### config.mk
export PLATFORM = sky130hd
export DESIGN_NAME = pwm_capture
export DESIGN_NICKNAME = d
export VERILOG_FILES = /design/src/rtl/pwm_capture.sv
export SDC_FILE = /design/constraint.sdc
export NUM_CORES = 1
export LEC_CHECK = 0
export BUFFER_PORTS_ARGS = -buffer_cell sky130_fd_sc_hd__clkbuf_2
export CORE_AREA = 4 4 85 87
export CTS_BUF_LIST = sky130_fd_sc_hd__clkbuf_4 sky130_fd_sc_hd__clkbuf_8
export DETAILED_ROUTE_END_ITERATION = 8
export DIE_AREA = 0 0 89 91
export SETUP_SLACK_MARGIN = 0.4
export SLEW_MARGIN = 20
export SYNTH_ARGS = -nofsm -noshare
export SYNTH_HDL_FRONTEND = slang
export SYNTH_SLANG_ARGS = --single-unit
export TNS_END_PERCENT = 50
### constraint.sdc
create_clock -name clk -period 2.5 [get_ports clk]
set_input_delay 0.5 -clock clk [delete_from_list [all_inputs] [get_ports clk]]
set_output_delay 0.5 -clock clk [all_outputs]
set_load 0.01 [all_outputs]
### src/rtl/pwm_capture.sv
// pwm_capture: measures high time and period of an asynchronous PWM input in prescaled ticks.
// Ports:
//   clk          system clock
//   reset        asynchronous, active-high reset
//   pwm_in       asynchronous PWM input
//   high_cnt     ticks the input was high in the last complete period (R+1 bits)
//   period_cnt   ticks in the last complete period (R+1 bits)
//   meas_valid   one-clk strobe when high_cnt/period_cnt update
//   stuck        no edge seen for 2^(R+1)-1 ticks
//   stuck_level  input level held when stuck asserted
// Optional: define PWM_CAPTURE_GLITCH_FILTER_EN to add a 3-sample majority filter
// after the synchronizer (rejects single-clk glitches, adds one clk of latency).
module pwm_capture #(
    parameter int R           = 8,
    parameter int final_value = 20,
    parameter int SYNC_STAGES = 2
) (
    input  logic       clk,
    input  logic       reset,
    input  logic       pwm_in,
    output logic [R:0] high_cnt,
    output logic [R:0] period_cnt,
    output logic       meas_valid,
    output logic       stuck,
    output logic       stuck_level
);
    localparam int W  = R + 1;
    localparam int PW = final_value > 1 ? $clog2(final_value) : 1;
    localparam logic [W-1:0]  MAX  = '1;
    localparam logic [PW-1:0] LAST = PW'(final_value - 1);

    typedef enum logic [1:0] {IDLE, LOW, HIGH} state_t;

    state_t                 state;
    logic [SYNC_STAGES-1:0] sync;
    logic [PW-1:0]          pre;
    logic [W-1:0]           hc, pc, hc_inc, pc_inc, ld;
    logic                   s, lvl, lvl_d, rise, fall, tick, armed, timeout;

    always_ff @(posedge clk or posedge reset)
        if (reset) sync <= '0;
        else       sync <= {sync[SYNC_STAGES-2:0], pwm_in};

    assign s = sync[SYNC_STAGES-1];

`ifdef PWM_CAPTURE_GLITCH_FILTER_EN
    logic [1:0] hist;
    always_ff @(posedge clk or posedge reset)
        if (reset) hist <= '0;
        else       hist <= {hist[0], s};
    assign lvl = (s & hist[0]) | (s & hist[1]) | (hist[0] & hist[1]);
`else
    assign lvl = s;
`endif

    always_ff @(posedge clk or posedge reset)
        if (reset) lvl_d <= 1'b0;
        else       lvl_d <= lvl;

    assign rise = lvl & ~lvl_d;
    assign fall = ~lvl & lvl_d;

    // Free-running prescaler; edges never restart it.
    always_ff @(posedge clk or posedge reset)
        if (reset) pre <= '0;
        else       pre <= tick ? '0 : pre + 1'b1;

    assign tick   = pre == LAST;
    assign hc_inc = hc == MAX ? hc : hc + 1'b1;
    assign pc_inc = pc == MAX ? pc : pc + 1'b1;
    // A tick in the cycle of a rise belongs to the new period.
    assign ld     = {{R{1'b0}}, tick};
    // Edges take priority over a timeout landing in the same cycle.
    assign timeout = tick & (state != IDLE) & (pc == MAX) & ~rise & ~fall;

    always_ff @(posedge clk or posedge reset) begin
        if (reset) begin
            state       <= IDLE;
            hc          <= '0;
            pc          <= '0;
            armed       <= 1'b0;
            high_cnt    <= '0;
            period_cnt  <= '0;
            meas_valid  <= 1'b0;
            stuck       <= 1'b0;
            stuck_level <= 1'b0;
        end else begin
            meas_valid <= 1'b0;
            if (rise || fall) stuck <= 1'b0;
            if (timeout) begin
                stuck       <= 1'b1;
                stuck_level <= lvl;
                state       <= IDLE;
                armed       <= 1'b0;
                hc          <= '0;
                pc          <= '0;
            end else begin
                case (state)
                    IDLE: begin
                        hc <= rise ? ld : '0;
                        pc <= rise ? ld : '0;
                        if (rise)      state <= HIGH;
                        else if (fall) state <= LOW;
                    end
                    LOW: begin
                        if (rise) begin
                            if (armed) begin
                                high_cnt   <= hc;
                                period_cnt <= pc;
                                meas_valid <= 1'b1;
                            end
                            hc    <= ld;
                            pc    <= ld;
                            state <= HIGH;
                        end else if (tick) begin
                            pc <= pc_inc;
                        end
                    end
                    HIGH: begin
                        if (fall) begin
                            state <= LOW;
                            armed <= 1'b1;
                            if (tick) pc <= pc_inc;
                        end else if (tick) begin
                            hc <= hc_inc;
                            pc <= pc_inc;
                        end
                    end
                    default: state <= IDLE;
                endcase
            end
        end
    end
endmodule

==> impl_results.md <==
- Clk pin slew, worst setup/hold paths: 0.10 ns
- Avg WL per Cell: 14.1 um
- Max IR drop VDD: 0.000428 V
- Post-Synth Simple-Gate Area: 0.178
- Ys Warns: 0
- PwrDens: 738 mW/mm2
- Design area: 0.00309 mm2
- CTS tree: yes
- Core area: 0.00635 mm2
- Leading area contributor after synthesis: dfrtp_1
- Row Count: 29
- Number of global-route vias before repair: 1,795
- Synth Area in Adders: 0.0546
- Outcome: finished, final reports clean
- Num CTS Buffers: 5
- Htree depth: 2
- Share of the core filled with cells: 0.487
- CP max stage cell: dfrtp_1
- I/O Pins: 24
- Compound-gate portion of the synthesized area: 0.127
- Worst setup EP type: flip-flop
- N_diodes: 0
- Gpl congestion: 0.804
- Die area: 0.00810 mm2
- Placed cell areas: 0.00272 mm2
- Vias per Instance: 5.28
- Syn Inst Count: 224
- Syn Std Cell Area: 0.00252 mm2
- RSZ-0062 raised after global routing: true
- Hold Violations, Final: 0
- Period utilization: 0.866
- Count leader, synth: dfrtp_1
- Crit Path Category: reg -> reg
- Setup violators final: 0
- DR pass1 iterations: 4
- Post-synth EDFFs: 0
- Area delta synth->final: 22.6%
- Max FO, Critical Path: 4
- IO buf count: 23
- DRC marker count from the first detailed-route iteration: 120
- Required @ worst endpoint: 2.70 ns
- Delay-heaviest family, CP: compound AO/OA/AOI/OAI gates
- Final hold slack: 0.302 ns
- Multiplexer area fraction after synthesis: 0.0874
- Top_reg_cell synth: dfrtp_1
- Top post-synthesis cells by area: dfrtp_1 (50%), mux2_2 (7.1%), ha_1 (5.5%)
- Clock Latency Late Sink: 0.30 ns
- Max_cap viols: 0
- Fin cells: 349
- Remaining global-route overflow: 0
- Clock root buffer: clkbuf_8
- Hold Path Class: in -> reg
- Yosys reg bits: 50
- ANT nets after route: 0
- Largest net degree at the start of global routing: 51
- Synth unique cells: 50
- TNS Setup: 0 ns
- Worst slack, placed: 0.120 ns
- Fmax: 462 MHz
- Layout cells sized above 1: 0.382
- Total power: 2.28 mW
- GRT Util Overall: 0.132
- Slew Viols, Final: 0
- Fin crit period: 2.16 ns
- Worst-margin pin slew: 0.624 ns
- Initial antenna violation count: 0
- Register area share after synthesis: 0.497
- Post-synthesis xor/xnor area fraction: 0.0139
- Critical path launch point type: flip-flop
- Final WL: 4.92 mm
- Max Buffers Root-to-Sink: 2
- Net Count, Synth: 238
- Nets: 285
- Clk sinks: 50
- Avg Cell Area, Syn: 11.2 um2
- Detailed placer's ending HPWL: 3.15 mm
- Critical Path Max Stage Delay: 0.45 ns
- Clock skew: 0.00952 ns
- Die Height: 91 um
- Synth top area share: 0.497
- Relative slew slack: 0.584
- CP bufs+invs: 1
- CP Cell Sequence: ha_4, nand3_2, or2_4, nor2_2, ha_2, nand2b_4, a21o_1, a22o_4, buf_6, a221o_1
- Main combinational cell family by area after synthesis: simple AND/OR/NAND/NOR gates
- Initial core utilization: 0.397
- DRC viols: 0
- Async set-reset flop share out of synthesis: 1.00
- Commonest cells in the synthesized netlist: dfrtp_1 (50), mux2_2 (16), nand2_1 (15)
- Via count: 1,844
- First-pass GRT wire length: 8.58 mm
- Leakage: 1.49 nW
- Dpl cells: 321
- Die width: 89 um
- Final worst slack: 0.336 ns
- Critical path arrival: 2.36 ns
-- power breakdown --
group | internal (mW) | switching [mW] | total, mW
Sequential | 0.863 | 0.0350 | 0.898
Combinational | 0.450 | 0.459 | 0.910
Clock | 0.197 | 0.275 | 0.472
Total | 1.51 | 0.769 | 2.28
-- cell families after synthesis --
| group | Yosys count |
|---|---|
| AO/OA/AOI/OAI | 45 |
| buffers and inverters | 21 |
| AND/OR/NAND/NOR | 73 |
| flip-flops | 50 |
| adder cells (fa/ha/maj) | 11 |
| multiplexers | 20 |
| XOR/XNOR | 4 |
-- placed cells by master (no fill, tap or decap), types with 3 or more instances in the layout --
cell type,count
a221o_1,7
a31oi_1,5
nand3_1,7
inv_1,9
dfrtp_1,49
nor2_1,11
nor3_1,6
ha_2,3
nand2_1,15
xnor2_1,4
o21ai_0,10
clkbuf_2,23
buf_6,4
ha_4,4
buf_4,21
mux2_2,16
mux2i_1,4
a21oi_1,9
clkbuf_8,5
and3_1,8
ha_1,4
-- layer usage --
metal	vias to the layer above	GRT usage	routed length, um
met5	-	0	0
met4	0	0.0409	118
met3	10	0.0362	163
met2	30	0.197	2310
met1	897	0.185	2330
li1	907	-	-
-- worst register-to-register path, cell delays in order, from the launching register on --
cell and delay, ns:
dfrtp_1 0.45, ha_4 0.19, nand3_2 0.08, or2_4 0.13
nor2_2 0.04, ha_2 0.16, nand2b_4 0.14, a21o_1 0.18
a22o_4 0.25, buf_6 0.13, a221o_1 0.30
-- registers in the layout (all words and copies together), names as in the netlist --
signal,cells
period_cnt,9
stuck_level,1
sync,2
lvl_d,1
high_cnt,9
pc,9
hc,9
armed,1
stuck,1
meas_valid,1
state,2
pre,5
-- worst paths after layout --
| check | start | cells after the start | slack [ns] | endpoint |
|---|---|---|---|---|
| max reg2reg | hc[1] | 10 | 0.34 | hc[7] |
| max in group asynchronous | reset | 3 | 1.72 | sync[1] |
| max | hc[1] | 10 | 0.34 | hc[7] |
| min in group asynchronous | reset | 3 | 0.33 | period_cnt[1] |
| min reg2reg | sync[0] | 0 | 0.36 | sync[1] |
| min | pwm_in | 1 | 0.30 | sync[0] |
-- area by class of cell --
class,instances,area (um2)
Timing Repair Buffer,49,338
Inverter,12,47.5
Clock buffer,5,68.8
Multi-Input combinational cell,153,1270
Sequential cell,50,1250
Tap cell,77,96.3
Clock inverter,3,21.3
Fill cell,569,3260
-- timing repair --
action,in CTS,in global routing
endpoints found under the setup margin,12,17
hold buffers,0,0
pin swaps,14,3
setup buffers,18,2
gates resized for setup,27,5
Note: power is estimated with default switching activity, not from simulation.
